### config.mk
export PLATFORM = sky130hd
export DESIGN_NAME = fifo_wr_arbiter
export DESIGN_NICKNAME = d
export VERILOG_FILES = /design/src/rtl/fifo_wr_arbiter.sv
export SDC_FILE = /design/constraint.sdc
export NUM_CORES = 1
export LEC_CHECK = 0
export BUFFER_PORTS_ARGS = -buffer_cell sky130_fd_sc_hd__buf_4
export CORE_UTILIZATION = 42
export DETAILED_ROUTE_END_ITERATION = 8
export HOLD_SLACK_MARGIN = 0.15
export PLACE_DENSITY = 0.8
export SYNTH_ARGS = -nofsm -noshare
export SYNTH_HDL_FRONTEND = slang
export SYNTH_SLANG_ARGS = --single-unit
export TNS_END_PERCENT = 5
### constraint.sdc
create_clock -name clk -period 2.5 [get_ports clk]
set_clock_uncertainty 0.15 [all_clocks]
set_input_delay 0.375 -clock clk [delete_from_list [all_inputs] [get_ports clk]]
set_output_delay 0.375 -clock clk [all_outputs]
set_load 0.02 [all_outputs]
### src/rtl/fifo_wr_arbiter.sv
// fifo_wr_arbiter
// Round-robin arbiter that merges N_REQ beat streams into a single FIFO
// write port. A grant is held for a whole packet: it ends on the owner's
// req_last beat, or it is force-released after MAX_BURST beats. Every
// grant is followed by one IDLE cycle in which the next owner is selected.
//
// Ports
//   clk          FIFO write-side clock
//   rst_n        asynchronous active-low reset
//   req_valid    per-requester beat valid
//   req_last     per-requester final-beat marker (qualified by req_valid)
//   req_data     per-requester beat data, requester i at [i*DATA_WIDTH +: DATA_WIDTH]
//   req_ready    per-requester beat accepted (only the owner can be ready)
//   w_valid      beat valid toward the FIFO
//   w_data       beat data toward the FIFO
//   w_ready      FIFO not full
//   grant_valid  a requester owns the write port
//   grant_id     index of the owning requester
//   burst_cnt    beats accepted in the current grant
//
// state   | meaning
// --------+-----------------------------------------------------------
// S_IDLE  | no owner; pick next requester round-robin from rr_ptr
// S_BURST | grant_id owns the write port until last beat or MAX_BURST

module fifo_wr_arbiter #(
    parameter int N_REQ      = 4,
    parameter int MAX_BURST  = 16,
    parameter int DATA_WIDTH = 8
) (
    input  logic                          clk,
    input  logic                          rst_n,
    input  logic [N_REQ-1:0]              req_valid,
    input  logic [N_REQ-1:0]              req_last,
    input  logic [N_REQ*DATA_WIDTH-1:0]   req_data,
    output logic [N_REQ-1:0]              req_ready,
    output logic                          w_valid,
    output logic [DATA_WIDTH-1:0]         w_data,
    input  logic                          w_ready,
    output logic                          grant_valid,
    output logic [$clog2(N_REQ)-1:0]      grant_id,
    output logic [$clog2(MAX_BURST):0]    burst_cnt
);

    localparam int GW = $clog2(N_REQ);
    localparam int CW = $clog2(MAX_BURST) + 1;

    localparam logic [0:0] S_IDLE  = 1'b0;
    localparam logic [0:0] S_BURST = 1'b1;

    localparam logic [CW-1:0] LAST_CNT = CW'(MAX_BURST - 1);
    localparam logic [GW-1:0] TOP_ID   = GW'(N_REQ - 1);

    logic [0:0]    state_q, state_d;
    logic [GW-1:0] rr_ptr_q, rr_ptr_d;
    logic [GW-1:0] grant_id_q, grant_id_d;
    logic [CW-1:0] burst_cnt_q, burst_cnt_d;

    logic [GW-1:0] pick_id;
    logic          pick_found;
    logic [GW-1:0] next_ptr;
    logic          in_burst;
    logic          owner_valid;
    logic          owner_last;
    logic          beat;
    logic          grant_end;

    // First valid requester at or above rr_ptr, wrapping modulo N_REQ.
    // Only req_valid takes part; last/data are irrelevant until granted.
    always_comb begin : rr_search
        int idx;
        idx        = 0;
        pick_id    = '0;
        pick_found = 1'b0;
        for (int i = 0; i < N_REQ; i++) begin
            idx = int'(rr_ptr_q) + i;
            if (idx >= N_REQ) begin
                idx = idx - N_REQ;
            end
            if (!pick_found && req_valid[idx]) begin
                pick_found = 1'b1;
                pick_id    = GW'(idx);
            end
        end
    end

    assign next_ptr    = (grant_id_q == TOP_ID) ? '0 : grant_id_q + 1'b1;
    assign in_burst    = (state_q == S_BURST);
    assign owner_valid = req_valid[grant_id_q];
    assign owner_last  = req_last[grant_id_q];
    assign beat        = in_burst && owner_valid && w_ready;
    assign grant_end   = owner_last || (burst_cnt_q == LAST_CNT);

    // Write-port mux: everything is forced low outside a burst so that a
    // non-owner can never see ready and the FIFO never sees a stray beat.
    always_comb begin : port_mux
        w_valid   = 1'b0;
        w_data    = '0;
        req_ready = '0;
        if (in_burst) begin
            w_valid               = owner_valid;
            w_data                = req_data[grant_id_q*DATA_WIDTH +: DATA_WIDTH];
            req_ready[grant_id_q] = w_ready;
        end
    end

    always_comb begin : fsm_next
        state_d     = state_q;
        rr_ptr_d    = rr_ptr_q;
        grant_id_d  = grant_id_q;
        burst_cnt_d = burst_cnt_q;
        case (state_q)
            S_IDLE: begin
                if (pick_found) begin
                    grant_id_d = pick_id;
                    state_d    = S_BURST;
                end
            end
            S_BURST: begin
                // Owner dropping valid or FIFO full simply holds everything.
                if (beat) begin
                    if (grant_end) begin
                        state_d     = S_IDLE;
                        rr_ptr_d    = next_ptr;
                        burst_cnt_d = '0;
                    end else begin
                        burst_cnt_d = burst_cnt_q + 1'b1;
                    end
                end
            end
            default: begin
                state_d = S_IDLE;
            end
        endcase
    end

    always_ff @(posedge clk or negedge rst_n) begin
        if (!rst_n) begin
            state_q     <= S_IDLE;
            rr_ptr_q    <= '0;
            grant_id_q  <= '0;
            burst_cnt_q <= '0;
        end else begin
            state_q     <= state_d;
            rr_ptr_q    <= rr_ptr_d;
            grant_id_q  <= grant_id_d;
            burst_cnt_q <= burst_cnt_d;
        end
    end

    assign grant_valid = in_burst;
    assign grant_id    = grant_id_q;
    assign burst_cnt   = burst_cnt_q;

endmodule

==> results of run 1 <==
==> synthesized netlist by cell type (all sizes together) (2+ instances only) <==
library cell  count
a21boi            2
and2             10
and3              6
and3b             2
buf               2
dfrtp            10
ha                6
inv               5
mux2              2
mux4             10
nand2b            4
nor2              3
o21a              2
o21ai             3
o2bb2ai           4
o311ai            2
o41ai             2
==> layout make-up <==
cell class | instances | share of cell area [%]
timing repair buffer | 65 | 32.56
clock buffer | 3 | 1.495
sequential | 10 | 16.61
multi-input combinational | 66 | 45.76
inverter | 5 | 1.246
tap | 28 | 2.326
==> registers in the layout, indices dropped and copies added, names as in the netlist <==
register	flops
burst_cnt	5
grant_id	2
rr_ptr_q	2
grant_valid	1
==> critical path: stages, from the launching register on <==
cell and delay [ns]:
dfrtp_1 0.48, buf_4 0.26, mux4_1 0.55, and2_1 0.16
buf_4 0.15
==> path summary, 6_finish.rpt <==
path	endpoint	slack [ns]	cells after the start
worst max-delay path	w_data[5]	0.11	4
min in group asynchronous	burst_cnt[4]	0.33	2
worst min-delay path	grant_id[1]	0.29	3
max in group asynchronous	grant_valid	1.74	2
worst max register to register	rr_ptr_q[0]	0.53	3
worst min register to register	burst_cnt[0]	0.38	1
==> logic make-up after synthesis <==
| logic type | synth area share (%) |
|---|---|
| compound gates | 15.59 |
| fa+ha+maj | 7.732 |
| buf+inv | 3.221 |
| flops | 25.77 |
| mux | 26.68 |
| simple gates | 21.01 |
==> what timing repair did <==
action                                 CTS  global route
endpoints found under the hold margin   10             0
hold buffers                             1             0
setup endpoints to repair                0             0
==> power breakdown <==
group | internal (mW) | total (mW) | switching, mW | leakage (nW)
Clock | 0.0555 | 0.108 | 0.0529 | 0.0138
Combinational | 0.545 | 1.01 | 0.461 | 0.594
Sequential | 0.215 | 0.328 | 0.113 | 0.126
Total | 0.816 | 1.44 | 0.627 | 0.734
==> per-stage QoR <==
stage | util [%] | power [mW] | instance area (um^2) | cells
2_1_floorplan | - | 0.9761 | 970.9 | 84
3_3_place_gp | 67.28 | 1.320 | 1474 | 173
3_5_place_dp | 67.28 | 1.346 | 1474 | 173
4_1_cts | 68.76 | 1.461 | 1506 | 177
5_1_grt | 68.76 | 1.549 | 1506 | 177
6_report | 68.76 | 1.443 | 1506 | 177
==> routing by layer <==
layer	routed length, um	GRT usage, %	vias up	part of all wire (%)
met3	256	5.556	4	10
met1	1107	25.98	454	43
li1	-	-	458	-
met4	34	5.714	0	1.3
met2	1170	36.44	51	46
met5	0	0	-	0
==> results.ini, run 1 <==
[cts]
cts_root_buffer = clkbuf_4
htree_levels = 1
cts.repair.resized = 0
cts-buffers-inserted = 3
clock-sinks = 10
clk_latency_ns = 0.26
cts_tree = yes
postCtsSetupBuffers = 0
clockBufferDepth = 2
clk_pin_slew_ns = 0.06

[finish]
fillers = 172
layout.nets = 200
ff_latch_area_um2 = 250.2
area_delta_synth_final_pct = 55.15
layout_commonest_cell = buf_4
diodes = 0
most-common-layout-cells = buf_4, and2_1, dfrtp_1, mux4_2
multi_input_area_um2 = 689.4
drive_above_1_share_pct = 55.03

[yosys]
yosysUniqueCellTypes = 30
synth_edf_count = 0
synth_top_cell_area_share_pct = 25.77
async_flop_share_pct = 100.0
netlist_instances = 84
yosysSeqAreaShare_pct = 25.77
synth_area_per_cell_um2 = 11.56
ys_ff_latch = 10
yosys_warnings = 0
synth.largest_area_cell = dfrtp_1
syn_nets = 133
synthFlopType = dfrtp_1
synth_area_leaders = dfrtp_1, mux4_2, ha_1
synth_area_um2 = 970.9

[worst_setup_path]
arrival_ns = 1.86
worstSetupStartpointType = register
cp_max_fo = 10
startpoint = grant_id[0]
worstSetupEndpointType = output port
path_class = register to output port
worst_ep_required_time_ns = 1.98
crit-reg2reg-launch = grant_id[1]

[die]
fp.dieW_um = 50.08
rows = 17
initial_utilization_pct = 44.32
io-pin-count = 64
die_h_um = 50.08
core_area_mm2 = 0.002191
dieArea_mm2 = 0.002508

[placed_design]
dp_hpwl_mm = 2.087
place_ws_ns = 0.3574
gp_congestion = 0.8531
io_buffers = 63

[hold_path]
hp-class = input port to register
hold_path_startpoint = req_valid[0]

[pwr]
p_leak_nw = 0.7339
peakVddDrop_uv = 664.1
powerDensity_mw_per_mm2 = 957.8

[grt]
grt_max_degree = 21
gr-total-overflow = 0
grt_usage_pct = 21.26
grt_pass1_wl_mm = 4.091
grt_pass1_vias = 951
antenna_found_initial = 0

[route]
routed_via_density = 5.463
drtIter0Drc = 7
route.detailed.drc = 0
firstDrtPassIters = 3
ant_nets = 0
wl_per_cell_um = 14.51
vias = 967
drt_wl_total_mm = 2.569

[sta]
maxSlewViolCount = 0
period_share_pct = 95.60
setup_viol = 0
fin_setup_tns_ns = 0
min_period_ns = 2.390
fin_ws_ns = 0.1101
whs_ns = 0.2871
worstMarginPinSlew_ns = 0.5531
hold_violations = 0
fmax_mhz = 418.4
maxSlewHeadroom_pct = 63.13
rsz0062_at_grt = false

[status]
outcome = complete, no violations

[run]
drv_cap = 0

No activity file was read; power rests on OpenSTA's default activity.
==> run 2: changes to the inputs <==
--- a/config.mk
+++ b/config.mk
@@ -6,6 +6,7 @@
 export NUM_CORES = 1
 export LEC_CHECK = 0
 export BUFFER_PORTS_ARGS = -buffer_cell sky130_fd_sc_hd__buf_4
+export CORE_MARGIN = 3
 export CORE_UTILIZATION = 42
 export DETAILED_ROUTE_END_ITERATION = 8
 export HOLD_SLACK_MARGIN = 0.15
==> results.ini, run 2 (same netlist as run 1, synthesis figures left out) <==
[status]
outcome = complete, no violations

[hold_path]
hp-class = input port to register

[finish]
diodes = 0  ; unchanged
layout_commonest_cell = buf_4
drive_above_1_share_pct = 55.33  ; +0.30 points
largest_register_ffs = 5  ; unchanged
area_delta_synth_final_pct = 57.09
layout.nets = 201  ; +0.50%
utilization_pct = 73.26  ; +4.5 points
most-common-layout-cells = buf_4, and2_1, dfrtp_1, mux4_2

[die]
fp.dieW_um = 54.08  ; +8.0%
initial_utilization_pct = 46.63  ; +2.3 points
die_h_um = 54.08  ; +8.0%
rows = 16  ; -1
io-pin-count = 64  ; unchanged
core_area_mm2 = 0.002082  ; -5.0%
dieArea_mm2 = 0.002925  ; +17%

[sta]
fin_setup_tns_ns = 0  ; unchanged
whs_ns = 0.2730  ; -0.01406 ns
maxSlewHeadroom_pct = 55.75  ; -7.4 points
hold_violations = 0  ; unchanged
fmax_mhz = 434.0  ; +3.7%
maxSlewViolCount = 0  ; unchanged
min_period_ns = 2.304  ; -0.08565 ns
rsz0062_at_grt = false
period_share_pct = 92.17  ; -3.4 points
setup_viol = 0  ; unchanged
worstMarginPinSlew_ns = 0.6577  ; +0.1046 ns

[cts]
clk_latency_ns = 0.27  ; about the same
clk_pin_slew_ns = 0.06  ; about the same
clock-sinks = 10  ; unchanged
cts-buffers-inserted = 3  ; unchanged
cts.repair.resized = 0  ; unchanged
cts_root_buffer = clkbuf_4
cts_tree = yes
htree_levels = 1  ; unchanged
clockBufferDepth = 2  ; unchanged

[route]
drtIter0Drc = 19  ; +12
routed_via_density = 5.424  ; -0.72%
firstDrtPassIters = 4  ; +1
vias = 960  ; -0.72%
ant_nets = 0  ; unchanged
wl_per_cell_um = 16.37  ; +13%
drt_wl_total_mm = 2.898  ; +13%
route.detailed.drc = 0  ; unchanged

[grt]
grt_max_degree = 21  ; unchanged
grt_usage_pct = 21.21  ; -0.048 points
gr-total-overflow = 0  ; unchanged
grt_pass1_vias = 932  ; -2.0%
grt_pass1_wl_mm = 4.436  ; +8.4%
antenna_found_initial = 0  ; unchanged

[run]
drv_cap = 0  ; unchanged

[pwr]
p_leak_nw = 0.7431  ; +1.3%
powerDensity_mw_per_mm2 = 980.4  ; +2.4%
peakVddDrop_uv = 697.7  ; +5.1%

[placed_design]
gp_congestion = 0.7501  ; -12%
dp_hpwl_mm = 2.438  ; +17%
io_buffers = 63  ; unchanged

[worst_setup_path]
worstSetupStartpointType = register
cp_max_fo = 13  ; +3
arrival_ns = 1.78  ; -0.08 ns
worst_ep_required_time_ns = 1.98  ; about the same
worstSetupEndpointType = output port
path_class = register to output port

[run 2: worst max-delay path, cell delays in order (launching register included)]
cell and delay (ns):
dfrtp_1 0.47, buf_12 0.19, mux4_1 0.54, and2_1 0.17, buf_4 0.15
[run 2: path summary, 6_finish.rpt]
kind / from / end / slack, ns / cells past startpoint
worst max-delay path: grant_id[0] / w_data[5] / 0.20 / 4
worst min-delay path: req_valid[0] / grant_id[1] / 0.27 / 3
worst max register to register: burst_cnt[0] / rr_ptr_q[1] / 0.56 / 5
worst min register to register: burst_cnt[4] / burst_cnt[4] / 0.37 / 1
max in group asynchronous: rst_n / burst_cnt[4] / 1.73 / 2
min in group asynchronous: rst_n / burst_cnt[3] / 0.32 / 2
[run 2: layout make-up]
class                      instances  area (um^2)
fill                             170        556.8
multi-input combinational         66        689.4
tap                               27        33.78
timing repair buffer              66        510.5
sequential                        10        250.2
clock buffer                       3        22.52
inverter                           5        18.77
[run 2: power by group]
part | internal (mW) | total [mW] | switching, mW
sequential | 0.216 | 0.312 | 0.0964
clock | 0.0555 | 0.107 | 0.0520
combinational | 0.572 | 1.08 | 0.504
total | 0.843 | 1.50 | 0.652
[run 2: through the flow]
| stage | total power [mW] | worst slack, ns | instances | cell area, um^2 |
|---|---|---|---|---|
| 3_3_place_gp | 1.363 | 0.4933 | 173 | 1493 |
| 4_1_cts | 1.505 | 0.1768 | 177 | 1525 |
| 2_1_floorplan | 0.9761 | 0.3524 | 84 | 970.9 |
| 6_report | 1.495 | 0.1958 | 177 | 1525 |
| 3_5_place_dp | 1.396 | 0.4646 | 173 | 1493 |
| 5_1_grt | 1.598 | 0.1026 | 177 | 1525 |
[run 2: metal layers]
layer	GRT usage, %	vias to the layer above	wire length, um
li1	-	459	-
met2	38.51	26	1551
met5	0	-	0
met4	2.490	0	25
met1	25.17	471	1147
met3	6.371	4	174
[run 2: repair_timing]
| item | 4_1_cts | 5_1_grt |
|---|---|---|
| endpoints found under the hold margin | 10 | 0 |
| setup buffers | 0 | 0 |
| hold buffers | 1 | 0 |
==> run 3: changes to the inputs <==
--- a/config.mk
+++ b/config.mk
@@ -6,11 +6,13 @@
 export NUM_CORES = 1
 export LEC_CHECK = 0
 export BUFFER_PORTS_ARGS = -buffer_cell sky130_fd_sc_hd__buf_4
+export CELL_PAD_IN_SITES_DETAIL_PLACEMENT = 1
+export CELL_PAD_IN_SITES_GLOBAL_PLACEMENT = 1
 export CORE_MARGIN = 3
-export CORE_UTILIZATION = 42
+export CORE_UTILIZATION = 30
 export DETAILED_ROUTE_END_ITERATION = 8
 export HOLD_SLACK_MARGIN = 0.15
-export PLACE_DENSITY = 0.8
+export PLACE_DENSITY_LB_ADDON = 0.1
 export SYNTH_ARGS = -nofsm -noshare
 export SYNTH_HDL_FRONTEND = slang
 export SYNTH_SLANG_ARGS = --single-unit
==> results.ini, run 3 (same netlist as run 1, synthesis figures left out) <==
[sta]
maxSlewHeadroom_pct = 64.22  ; +8.5 points
hold_violations = 0  ; unchanged
fin_setup_tns_ns = 0  ; unchanged
setup_viol = 0  ; unchanged
period_share_pct = 94.97  ; +2.8 points
fin_ws_ns = 0.1258  ; -0.06997 ns
worstMarginPinSlew_ns = 0.5318  ; -0.1259 ns
rsz0062_at_grt = false
maxSlewViolCount = 0  ; unchanged
fmax_mhz = 421.2  ; -2.9%
min_period_ns = 2.374  ; +0.06997 ns

[die]
dieArea_mm2 = 0.003955  ; +35%
rows = 20  ; +4
core_area_mm2 = 0.003078  ; +48%
io-pin-count = 64  ; unchanged
die_h_um = 62.89  ; +16%
fp.dieW_um = 62.89  ; +16%
initial_utilization_pct = 31.54  ; -15 points

[pwr]
p_sw_uw = 642.9  ; -1.4%
sequentialPowerShare_pct = 18.6  ; -2.3 points
pwr-share-comb_pct = 71.5  ; -0.4 points
powerDensity_mw_per_mm2 = 968.5  ; -1.2%
p_int_uw = 863.3  ; +2.4%
pwr-share-clk_pct = 9.9  ; +2.7 points
switching_share_pct = 42.68  ; -0.94 points
p_leak_nw = 0.7505  ; +0.99%
peakVddDrop_uv = 438.6  ; -37%

[finish]
layout.nets = 202  ; +0.50%
area_delta_synth_final_pct = 60.18
diodes = 0  ; unchanged
utilization_pct = 50.53  ; -23 points
most-common-layout-cells = buf_4, and2_1, dfrtp_1, mux4_2
layout_commonest_cell = buf_4
largest_register_ffs = 5  ; unchanged
drive_above_1_share_pct = 55.92  ; +0.59 points

[grt]
grt_pass1_wl_mm = 5.030  ; +13%
grt_max_degree = 20  ; -4.8%
antenna_found_initial = 0  ; unchanged
grt_usage_pct = 15.86  ; -5.4 points
gr-total-overflow = 0  ; unchanged
grt_pass1_vias = 1024  ; +9.9%

[status]
outcome = complete, no violations

[placed_design]
place_ws_ns = 0.3988  ; -0.06583 ns
dp_hpwl_mm = 2.468  ; +1.2%
gp_congestion = 0.7949  ; +6.0%
io_buffers = 63  ; unchanged

[route]
routed_via_density = 5.041  ; -7.1%
drtIter0Drc = 39  ; +20
route.detailed.drc = 0  ; unchanged
vias = 988  ; +2.9%
ant_nets = 0  ; unchanged
firstDrtPassIters = 4  ; unchanged
drt_wl_total_mm = 2.939  ; +1.4%
wl_per_cell_um = 14.99  ; -8.4%

[worst_setup_path]
worstSetupStartpointType = register
critPathMaxStageDelay_ns = 0.55  ; about the same
path_class = register to output port
worst_ep_required_time_ns = 1.98  ; about the same
crit_path_cell_trace = buf_4 > mux4_1 > and2_1 > buf_4
r2r_cells = 5  ; unchanged
timing.critical_path.mode_cell = buf_4
cpMaxStageDelayCell = mux4_1
arrival_ns = 1.85  ; +0.07 ns
worstSetupEndpointType = output port
cp_max_fo = 12  ; -1
ff2ff_setup_slack_ns = 0.57  ; about the same

[cts]
postCtsHoldBufs = 1  ; unchanged
cts_root_buffer = clkbuf_4
htree_levels = 1  ; unchanged
clock-sinks = 10  ; unchanged
cts_tree = yes
clockBufferDepth = 2  ; unchanged
cts-buffers-inserted = 3  ; unchanged
clk_pin_slew_ns = 0.07  ; about the same
clk_latency_ns = 0.27  ; about the same
cts.repair.resized = 0  ; unchanged
postCtsSetupBuffers = 0  ; unchanged

[run]
drv_cap = 0  ; unchanged

[hold_path]
hold_depth = 3  ; unchanged
hp-class = input port to register

==> run 3: stage by stage <==
step | power (mW) | hold slack [ns] | instances | area [um^2]
after global routing | 1.632 | 0.2601 | 196 | 1555
after CTS | 1.537 | 0.2525 | 196 | 1555
after global placement | 1.357 | 0.05938 | 191 | 1509
after floorplan | 0.9761 | -0.07059 | 84 | 970.9
final | 1.506 | 0.2555 | 196 | 1555
after detailed placement | 1.382 | 0.06160 | 191 | 1509
==> run 3: critical path, delay by kind of cell, from the launching register on <==
family,cells,cell delay [ns]
multiplexers,1,0.55
buffers and inverters,2,0.41
flip-flops,1,0.44
AND/OR/NAND/NOR,1,0.17
==> run 3: worst paths after layout <==
path / start / end
setup / recovery: grant_id[0] / w_data[5]
max in group asynchronous: rst_n / burst_cnt[2]
hold reg to reg: burst_cnt[0] / burst_cnt[0]
min in group asynchronous: rst_n / rr_ptr_q[0]
setup reg to reg: burst_cnt[0] / rr_ptr_q[0]
hold / removal: req_valid[0] / grant_id[1]
==> run 3: power groups by stage <==
stage	Combinational [mW]	Clock, mW	Sequential [mW]
after floorplan	0.647	0	0.329
after global placement	1.08	0	0.279
after detailed placement	1.10	0	0.283
after CTS	1.10	0.154	0.279
after global routing	1.17	0.170	0.292
final	1.08	0.149	0.280
==> run 3: routing by layer <==
layer	up-vias	global-route usage, %	wire (um)
li1	463	-	-
met1	477	19.47	1251
met2	46	26.61	1454
met3	2	4.496	203
met4	0	4.959	29
met5	-	0	0
==> run 3: layout make-up <==
class / instances / area (um^2)
Clock buffer: 4 / 36.28
Inverter: 5 / 18.77
Fill cell: 363 / 1523
Tap cell: 44 / 55.05
Sequential cell: 10 / 250.2
Timing Repair Buffer: 67 / 505.5
Multi-Input combinational cell: 66 / 689.4
